--- config.mk ---
export PLATFORM = sky130hd
export DESIGN_NAME = frame_capture
export DESIGN_NICKNAME = d
export VERILOG_FILES = /design/src/rtl/frame_capture.sv
export SDC_FILE = /design/constraint.sdc
export NUM_CORES = 1
export LEC_CHECK = 0
export ABC_AREA = 1
export CAP_MARGIN = 20
export CORE_MARGIN = 3
export CORE_UTILIZATION = 65
export DETAILED_ROUTE_END_ITERATION = 8
export PLACE_DENSITY = 0.84
export SYNTH_ARGS = -nofsm -noshare
export SYNTH_HDL_FRONTEND = slang
export SYNTH_SLANG_ARGS = --single-unit
--- constraint.sdc ---
create_clock -name vga_CLK -period 12.2 [get_ports vga_CLK]
set_input_delay 3.66 -clock vga_CLK [delete_from_list [all_inputs] [get_ports vga_CLK]]
set_output_delay 3.66 -clock vga_CLK [all_outputs]
set_load 0.1 [all_outputs]
--- src/rtl/frame_capture.sv ---
// Captures one VGA frame and streams it as RGB565 pixels over Wishbone.
// Pixels pass through an input register stage (S1), a push register and a small write FIFO
// whose head drives single-beat Wishbone writes.
module frame_capture #(
  parameter int unsigned HDISP        = 640,
  parameter int unsigned VDISP        = 480,
  parameter int unsigned FIFO_DEPTH_W = 4
) (
  input  logic        vga_CLK,
  input  logic        rst,
  input  logic [7:0]  vid_R,
  input  logic [7:0]  vid_G,
  input  logic [7:0]  vid_B,
  input  logic        vid_HS,
  input  logic        vid_VS,
  input  logic        vid_BLANK,
  output logic        wb_cyc,
  output logic        wb_stb,
  output logic        wb_we,
  output logic [31:0] wb_adr,
  output logic [15:0] wb_dat_ms,
  output logic [1:0]  wb_sel,
  output logic [2:0]  wb_cti,
  output logic [1:0]  wb_bte,
  input  logic        wb_ack,
  output logic        frame_done,
  output logic        overflow
);

  localparam int unsigned XW    = (HDISP > 1) ? $clog2(HDISP) : 1;
  localparam int unsigned YW    = (VDISP > 1) ? $clog2(VDISP) : 1;
  localparam int unsigned Depth = 1 << FIFO_DEPTH_W;
  localparam int unsigned CntW  = FIFO_DEPTH_W + 1;
  localparam logic [XW-1:0]   XLast   = XW'(HDISP - 1);
  localparam logic [YW-1:0]   YLast   = YW'(VDISP - 1);
  localparam logic [CntW-1:0] CntFull = CntW'(Depth);

  typedef enum logic [1:0] {StWaitVs, StArmed, StCapture} state_e;

  state_e state_q, state_d;
  logic [XW-1:0] x_q, x_d;
  logic [YW-1:0] y_q, y_d;

  logic [7:0] s1_r, s1_g, s1_b;
  logic       s1_hs, s1_vs, s1_blank, vs_prev;
  logic       vs_fall, vs_rise;

  logic        pix_valid, done_d;
  logic [31:0] pix_lin, pix_adr;
  logic [15:0] pix_dat;

  logic        push_vld_q;
  logic [47:0] push_word_q;

  logic [47:0]             mem [Depth];
  logic [FIFO_DEPTH_W-1:0] wr_ptr_q, rd_ptr_q;
  logic [CntW-1:0]         count_q, count_d;
  logic                    full, empty, do_push, do_pop;

  // HS and the colour LSBs are registered with the rest of S1 but carry no information we need.
  logic unused_s1;
  assign unused_s1 = ^{s1_hs, s1_r[2:0], s1_g[1:0], s1_b[2:0]};

  // S1: register the raw video inputs and keep last cycle's VS for edge detection.
  always_ff @(posedge vga_CLK) begin
    if (rst) begin
      s1_r     <= '0;
      s1_g     <= '0;
      s1_b     <= '0;
      s1_hs    <= 1'b1;
      s1_vs    <= 1'b1;
      s1_blank <= 1'b0;
      vs_prev  <= 1'b1;
    end else begin
      s1_r     <= vid_R;
      s1_g     <= vid_G;
      s1_b     <= vid_B;
      s1_hs    <= vid_HS;
      s1_vs    <= vid_VS;
      s1_blank <= vid_BLANK;
      vs_prev  <= s1_vs;
    end
  end

  assign vs_fall = vs_prev & ~s1_vs;
  assign vs_rise = ~vs_prev & s1_vs;

  // FSM state and pixel position registers.
  always_ff @(posedge vga_CLK) begin
    if (rst) begin
      state_q <= StWaitVs;
      x_q     <= '0;
      y_q     <= '0;
    end else begin
      state_q <= state_d;
      x_q     <= x_d;
      y_q     <= y_d;
    end
  end

  // Next-state: arm on VS fall, start on VS rise, count active pixels, abort on a new VS fall.
  always_comb begin
    state_d   = state_q;
    x_d       = x_q;
    y_d       = y_q;
    pix_valid = 1'b0;
    done_d    = 1'b0;
    unique case (state_q)
      StWaitVs: begin
        if (vs_fall) state_d = StArmed;
      end
      StArmed: begin
        if (vs_rise) begin
          state_d = StCapture;
          x_d     = '0;
          y_d     = '0;
        end
      end
      StCapture: begin
        if (vs_fall) begin
          state_d = StArmed;
        end else if (s1_blank) begin
          pix_valid = 1'b1;
          if (x_q == XLast) begin
            x_d = '0;
            if (y_q == YLast) begin
              y_d     = '0;
              done_d  = 1'b1;
              state_d = StWaitVs;
            end else begin
              y_d = y_q + 1'b1;
            end
          end else begin
            x_d = x_q + 1'b1;
          end
        end
      end
      default: state_d = StWaitVs;
    endcase
  end

  // Byte address of the current pixel at full 32-bit width, and its RGB565 packing.
  always_comb begin
    pix_lin = 32'(y_q) * HDISP + 32'(x_q);
    pix_adr = pix_lin << 1;
    pix_dat = {s1_b[7:3], s1_g[7:2], s1_r[7:3]};
  end

  // Push register: holds the counted pixel for one cycle before it enters the FIFO.
  always_ff @(posedge vga_CLK) begin
    if (rst) begin
      push_vld_q  <= 1'b0;
      push_word_q <= '0;
      frame_done  <= 1'b0;
    end else begin
      push_vld_q  <= pix_valid;
      push_word_q <= {pix_adr, pix_dat};
      frame_done  <= done_d;
    end
  end

  assign full    = (count_q == CntFull);
  assign empty   = (count_q == '0);
  // A full FIFO refuses the push even if the head pops in the same cycle.
  assign do_push = push_vld_q & ~full;
  assign do_pop  = wb_stb & wb_ack;

  // Occupancy bookkeeping; simultaneous push and pop leaves it unchanged.
  always_comb begin
    count_d = count_q;
    unique case ({do_push, do_pop})
      2'b10:   count_d = count_q + 1'b1;
      2'b01:   count_d = count_q - 1'b1;
      default: count_d = count_q;
    endcase
  end

  // FIFO pointers, occupancy and sticky overflow flag.
  always_ff @(posedge vga_CLK) begin
    if (rst) begin
      wr_ptr_q <= '0;
      rd_ptr_q <= '0;
      count_q  <= '0;
      overflow <= 1'b0;
    end else begin
      count_q <= count_d;
      if (do_push) wr_ptr_q <= wr_ptr_q + 1'b1;
      if (do_pop)  rd_ptr_q <= rd_ptr_q + 1'b1;
      if (push_vld_q && full) overflow <= 1'b1;
    end
  end

  // FIFO storage; contents need no reset since the pointers define validity.
  always_ff @(posedge vga_CLK) begin
    if (!rst && do_push) mem[wr_ptr_q] <= push_word_q;
  end

  // Wishbone master: one single-beat write per FIFO entry.
  always_comb begin
    wb_cyc    = ~empty;
    wb_stb    = ~empty;
    wb_we     = 1'b1;
    wb_sel    = 2'b11;
    wb_cti    = 3'b000;
    wb_bte    = 2'b00;
    wb_adr    = mem[rd_ptr_q][47:16];
    wb_dat_ms = mem[rd_ptr_q][15:0];
  end

endmodule

==> reports/qor.csv, run 1 <==
stage;metric;value;unit
cts;post-CTS setup buffer count;0;
cts;clock buffer depth;3;
global_route;largest net degree at the start of global routing;181;
drt;DRC violations left;0;
power_and_ir_drop;Cell Pwr Density;213;nW/um^2
drt;Final ANT Viol Nets;0;
synth;most common cell in the netlist;edfxtp_1;
setup_path;CP endpoint kind;primary output;
synth;post-synth top area share;0.625;
global_route;Total GRT Usage;0.269;
setup_path;Max FO, Critical Path;82;
finish;share of cells above drive strength 1;0.0896;
cts;cts hold-fix bufs;0;
timing;maximum clock rate;124;MHz
power_and_ir_drop;Int Power;4.19;mW
placement;RePlAce Congestion;0.788;
timing;fin crit share;0.661;
cts;clock latency at the later pin of the worst-skew pair;0.62;ns
setup_path;Worst Path Buf+Inv;2;
power_and_ir_drop;peak supply drop;0.268;mV
floorplanning;Rows;74;
floorplanning;initial core utilization;0.668;
synth;leading area contributor after synthesis;edfxtp_1;
worst_hold_path;Hold Crit Class;flip-flop to flip-flop;
cts;CTS root buf;clkbuf_16;
power_and_ir_drop;Leak;10.9;nW
placement;placed cells;2625;
setup_path;Max stage delay on crit path;1.15;ns
timing;total negative setup slack;0;ns
timing;Slew @ Worst Pin;1.13;ns
setup_path;most used cell, CP;o211ai_1;
cts;CTS tree;done;
drt;drt via density;6.16;
placement;IO buf count;60;
power_and_ir_drop;NetSw;2.31;mW
power_and_ir_drop;sequential power share;0.394;
cts;CTS Buf Count;61;
setup_path;CP Data Arrival Time;4.41;ns
placement;dpl hpwl;31600;um
cts;clk sinks;672;
synth;Ys Warns;0;
drt;initial drt markers;1997;
synth;FF+latch count, synth;672;
global_route;GR peak layer;met2;
finish;number of diodes;0;
status;status;finished, final reports clean;
setup_path;crit path kind;flip-flop to primary output;
synth;largest cells by area after synthesis;edfxtp_1 62%, dfxtp_1 6.9%, mux2i_1 5.2%, o211ai_1 3.4%, inv_1 3.2%;
drt;total vias in the final route;16900;
floorplanning;Die Wd;212;um
setup_path;delay-heaviest family, CP;buffers and inverters;
synth;mapped cell area;27700;sq um
setup_path;crit path max-delay cell type;clkdlybuf4s50_1;
timing;final setup vio count;0;
floorplanning;io pins;90;
synth;Post-synth EDFFs;576;
timing;Slew headroom;0.249;
global_route;met1 GRT Util;0.361;
global_route;first-pass GRT wire length;92300;um
power_and_ir_drop;Comb pwr share;0.304;
power_and_ir_drop;Clock Power Share;0.302;
flow_run;maxcap violations;0;
timing;Final Hold Viols;0;
synth;sequential area share after synthesis;0.694;
global_route;antenna violations before repair;0;
finish;final net count;2218;
setup_path;Req. time, crit path;8.54;ns
synth;Syn Inst Count;2113;
finish;Non-Filler Instances;2741;
global_route;gr ovfl total;0;
cts;H-tree depth;2;
power_and_ir_drop;Switching Fraction;0.356;
cts;clk slew on worst S/H paths;0.06;ns
timing;RSZ-0062 raised after global routing;false;
timing;Final Skew;0.0266;ns
drt;Wirelength per Cell;22.0;um
global_route;grt met2 use;0.446;
synth;number of library cell types mapped by synthesis;45;
global_route;met3 Usage GRT;0.0418;
synth;Most used DFF post-synth;edfxtp_1;
floorplanning;die area;45100;sq um
synth;Async SR Flop Fraction;0;
floorplanning;DIE HEIGHT;212;um
setup_path;CP startpoint kind;flip-flop;
cts;post-cts repair resize count;0;
drt;final wirelength;60300;um
timing;Final min period;8.07;ns
drt;drt first pass iters;6;
synth;top cells by count, synth;576 x edfxtp_1, 238 x inv_1, 178 x o21ai_0;
synth;average size of a mapped cell;13.1;sq um
timing;max-slew violations;0;
floorplanning;Core Footprint;41500;sq um
global_route;vias in the first global route;17100;
finish;Area Growth Syn to Fin;10.4;%
setup_path;CP Cell Sequence;buf_4, mux2i_1, o211ai_1, o211ai_1, nand2_1, clkdlybuf4s50_1;
-- layout by cell type, fill, tap and decap left out, types with 11 or more instances in the layout --
master / netlist / layout
o211ai_2: 20 / 20
clkinv_2: 0 / 13
clkbuf_16: 0 / 63
o211ai_1: 125 / 125
o21ai_1: 23 / 23
inv_1: 238 / 238
nor2_4: 0 / 12
nand3_1: 63 / 63
buf_4: 21 / 32
ha_1: 28 / 28
clkbuf_1: 50 / 11
nor2_1: 97 / 85
mux2i_1: 144 / 144
a21oi_1: 177 / 177
clkdlybuf4s50_1: 0 / 59
nand2_1: 145 / 145
edfxtp_1: 576 / 576
o21ai_0: 178 / 178
dfxtp_1: 96 / 92
conb_1: 2 / 21
-- area by class of cell --
type,instances,area [sq um]
clock buffer,80,1700
clock inverter,35,390
fill,2409,10900
inverter,248,933
multi-input combinational,1080,6750
sequential,672,19200
tap,532,666
timing repair buffer,94,883
-- through the flow --
stage	worst slack, ns	util	power, mW	hold WS [ns]	cell area [sq um]
final	4.13	0.737	6.51	0.406	30600
after global routing	3.96	0.737	6.74	0.423	30600
after CTS	3.93	0.736	6.51	0.406	30500
after detailed placement	4.69	0.686	4.55	0.397	28400
after global placement	4.83	0.686	4.50	0.392	28400
after floorplan	5.31	-	4.25	0.388	27800
-- per-layer routing --
| layer | vias to the layer above | wire, um |
|---|---|---|
| met4 | 0 | 2060 |
| met3 | 147 | 5510 |
| met5 | - | 0 |
| li1 | 7642 | - |
| met2 | 907 | 29700 |
| met1 | 8176 | 23000 |
-- power by group through the flow --
stage | Clock [mW] | Combinational [mW] | Sequential (mW)
6_report | 1.96 | 1.98 | 2.56
5_1_grt | 2.07 | 2.10 | 2.57
4_1_cts | 1.98 | 1.97 | 2.56
3_5_place_dp | 0 | 1.94 | 2.61
3_3_place_gp | 0 | 1.89 | 2.61
2_1_floorplan | 0 | 1.70 | 2.56
-- state kept, by name (all words and copies together) (netlist names), 2 cells and up, named ones only --
signal and count:
x_q 10, state_q 2, mem 576, count_q 5, s1_b 5, s1_r 5
s1_g 6, y_q 9, rd_ptr_q 4, push_word_q 36, wr_ptr_q 4
-- tightest hold or removal path, delay by kind of cell, from the launching register on --
family                 cells  cell delay [ns]
buffers and inverters      1             0.04
and+or+nand+nor            1             0.03
DFF                        1             0.30
-- path summary, 6_finish.rpt --
check	startpoint	to	slack [ns]	cells past startpoint
worst max register to register	count_q[0]	mem[15][23]	9.07	7
worst min-delay path	s1_b[7]	push_word_q[15]	0.41	2
worst min register to register	s1_b[7]	push_word_q[15]	0.41	2
worst max-delay path	flip-flop	wb_adr[10]	4.13	6
-- cells by family (layout without fill, tap and decap cells) --
group | Yosys count | count (layout) | share of synthesized area
AND/OR/NAND/NOR | 338 | 338 | 0.0516
AO/OA/AOI/OAI | 535 | 535 | 0.115
flip-flops | 672 | 672 | 0.694
multiplexers | 144 | 144 | 0.0521
buffers and inverters | 380 | 457 | 0.0686
other | 2 | 21 | 0.000271
adder cells (fa/ha/maj) | 31 | 31 | 0.0148
XOR/XNOR | 11 | 11 | 0.00348
(Power assumes the default switching activity.)
==> run 2: changes to the inputs <==
--- a/config.mk
+++ b/config.mk
@@ -8,9 +8,9 @@
 export ABC_AREA = 1
 export CAP_MARGIN = 20
 export CORE_MARGIN = 3
-export CORE_UTILIZATION = 65
+export CORE_UTILIZATION = 61
 export DETAILED_ROUTE_END_ITERATION = 8
-export PLACE_DENSITY = 0.84
+export PLACE_DENSITY = 0.79
 export SYNTH_ARGS = -nofsm -noshare
 export SYNTH_HDL_FRONTEND = slang
 export SYNTH_SLANG_ARGS = --single-unit
==> constraint.sdc (replaced) <==
create_clock -name vga_CLK -period 8.05 [get_ports vga_CLK]
set_input_delay 2.415 -clock vga_CLK [delete_from_list [all_inputs] [get_ports vga_CLK]]
set_output_delay 2.415 -clock vga_CLK [all_outputs]
set_load 0.1 [all_outputs]
==> run 2 against run 1 <==
Combinational power up 51%. Final cell count up 2.3%. Largest power group unchanged. Critical path depth up 1. Sequential power up 52%. Count of clock-buffer cells in the layout up 19. Design area up 0.64%. Largest cell class unchanged. Via count down 2.2%. Non-clock buffer count down 2. Power up 52%.
==> reports/qor.csv, run 2 (synthesis results as in run 1) <==
stage;metric;value;unit;change
status;status;finished, final reports clean;;
flow_run;maxcap violations;0;;unchanged
cts;clock latency at the later pin of the worst-skew pair;0.57;ns;-0.05 ns
power_and_ir_drop;Leak;10.9;nW;+0.42%
placement;RePlAce Congestion;0.820;;+4.0%
cts;CTS root buf;clkbuf_16;;
timing;RSZ-0062 raised after global routing;false;;
drt;initial drt markers;1860;;-6.9%
timing;Final min period;6.62;ns;
timing;Slew headroom;0.254;;+0.00516
finish;Largest register FFs;576;;unchanged
drt;Wirelength per Cell;20.4;um;-7.2%
setup_path;crit path kind;flip-flop to primary output;;
cts;post-cts repair resize count;0;;unchanged
floorplanning;initial core utilization;0.622;;-0.0454
floorplanning;Rows;77;;+4.1%
placement;placed cells;2683;;+2.2%
setup_path;CP Data Arrival Time;4.20;ns;-0.21 ns
timing;Final Skew;0.0295;ns;+0.00295 ns
cts;clk slew on worst S/H paths;0.06;ns;about the same
timing;max-slew violations;0;;unchanged
floorplanning;Die Wd;219;um;+3.1%
timing;Slew @ Worst Pin;1.12;ns;-0.00774 ns
power_and_ir_drop;peak supply drop;0.616;mV;+130%
setup_path;Max FO, Critical Path;89;;+8.5%
setup_path;delay-heaviest family, CP;buffers and inverters;;
power_and_ir_drop;NetSw;3.47;mW;+50%
floorplanning;Core Footprint;44500;sq um;+7.3%
worst_hold_path;Hold Crit Class;flip-flop to flip-flop;;
setup_path;R2R Setup Slk;4.91;ns;-4.16 ns
floorplanning;io pins;90;;unchanged
finish;final net count;2222;;+0.18%
cts;cts hold-fix bufs;0;;unchanged
drt;DRC violations left;0;;unchanged
setup_path;Worst Path Buf+Inv;2;;unchanged
setup_path;most used cell, CP;o211ai_1;;
finish;most frequent cells in the layout;576 x edfxtp_1, 238 x inv_1, 178 x o21ai_0;;
timing;fin crit share;0.822;;
finish;commonest non-fill, non-tap cell in the layout;edfxtp_1;;
global_route;gr ovfl total;0;;unchanged
power_and_ir_drop;Switching Fraction;0.351;;-0.00497
placement;pre-CTS setup slack;2.05;ns;-2.64 ns
setup_path;CP endpoint kind;primary output;;
drt;total vias in the final route;16500;;-2.2%
timing;total negative setup slack;0;ns;unchanged
timing;maximum clock rate;151;MHz;
cts;clock buffer depth;3;;unchanged
finish;fillers;2888;;+20%
finish;biggest regs;mem x576, push_word_q x36, x_q x10;;
drt;drt first pass iters;6;;unchanged
cts;clk sinks;672;;unchanged
timing;setup slack after layout;1.43;ns;-2.70 ns
timing;Final Hold Viols;0;;unchanged
timing;final setup vio count;0;;unchanged
finish;share of cells above drive strength 1;0.0886;;-0.00107
cts;CTS Buf Count;67;;+9.8%
drt;Final ANT Viol Nets;0;;unchanged
power_and_ir_drop;Clock Power Share;0.306;;+0.004
global_route;antenna violations before repair;3;;+3
setup_path;Max stage delay on crit path;1.02;ns;-0.13 ns
power_and_ir_drop;total power;9.89;mW;+52%
floorplanning;DIE HEIGHT;219;um;+3.1%
placement;dpl hpwl;30200;um;-4.5%
finish;final core occ;0.691;;-0.0457
finish;Area Growth Syn to Fin;11.1;%;
global_route;first-pass GRT wire length;88600;um;-3.9%
power_and_ir_drop;Cell Pwr Density;322;nW/um^2;+51%
floorplanning;die area;48000;sq um;+6.4%
global_route;Total GRT Usage;0.241;;-0.0280
power_and_ir_drop;sequential power share;0.394;;about the same
setup_path;CP Cell Sequence;buf_4, a21oi_1, o21ai_0, o211ai_1, o211ai_1, nand2_1, clkdlybuf4s50_1;;
cts;CTS tree;done;;
placement;IO buf count;60;;unchanged
finish;number of diodes;0;;unchanged
power_and_ir_drop;Comb pwr share;0.301;;-0.003
power_and_ir_drop;Int Power;6.42;mW;+53%
drt;drt via density;5.88;;-4.4%
global_route;vias in the first global route;16200;;-5.4%
finish;Top reg by flops;mem;;
setup_path;Req. time, crit path;5.64;ns;-2.90 ns
setup_path;crit path max-delay cell type;clkdlybuf4s50_1;;
drt;final wirelength;57300;um;-5.0%
cts;H-tree depth;3;;+1
global_route;largest net degree at the start of global routing;100;;-45%
setup_path;CP startpoint kind;flip-flop;;
cts;post-CTS setup buffer count;0;;unchanged
finish;Non-Filler Instances;2805;;+2.3%
==> run 2: changes by cell type in the layout (fill, tap and decap cells not counted), moves of 4 or more <==
cell	before	now
buf_12	1	6
buf_4	32	25
bufinv_16	8	3
clkbuf_1	11	19
clkbuf_16	63	70
clkbuf_8	6	10
clkinv_2	13	8
==> run 2: path summary, 6_finish.rpt <==
kind	from	end	cells past startpoint
setup / recovery	flip-flop	wb_adr[4]	7
hold / removal	s1_g[2]	push_word_q[5]	2
setup reg to reg	count_q[0]	mem[3][23]	7
hold reg to reg	s1_g[2]	push_word_q[5]	2
==> run 2: stage by stage <==
stage	hold slack, ns	cell area [sq um]
6_report	0.402	30800
2_1_floorplan	0.388	27800
5_1_grt	0.413	30800
4_1_cts	0.404	30700
3_3_place_gp	0.391	28600
3_5_place_dp	0.395	28600
==> run 2: area by class of cell <==
| cell class | count | area, sq um | area share |
|---|---|---|---|
| Sequential cell | 672 | 19200 | 0.625 |
| Multi-Input combinational cell | 1080 | 6750 | 0.220 |
| Clock buffer | 99 | 1960 | 0.0638 |
| Inverter | 248 | 933 | 0.0304 |
| Timing Repair Buffer | 92 | 931 | 0.0303 |
| Tap cell | 592 | 741 | 0.0241 |
| Clock inverter | 22 | 204 | 0.00663 |
==> run 2: per-layer routing <==
metal  track usage  vias to the layer above  wire length (um)
li1              -                     7668                 -
met1         0.328                     8024             22900
met2         0.396                      691             27800
met3        0.0453                      114              5170
met4        0.0819                        4              1390
met5             0                        -                26
==> run 2: power by group through the flow <==
stage | logic [mW] | clock network, mW | registers, mW
finish | 2.98 | 3.02 | 3.89
global route | 3.17 | 3.20 | 3.90
CTS | 2.93 | 3.06 | 3.94
detailed placement | 2.91 | 0 | 4.01
global placement | 2.84 | 0 | 4.00
floorplan | 2.57 | 0 | 3.87
==> run 2: tightest hold or removal path, stage by stage, from the launching register on <==
cell and delay, ns:
dfxtp_1 0.29, inv_1 0.04, nor2_1 0.03
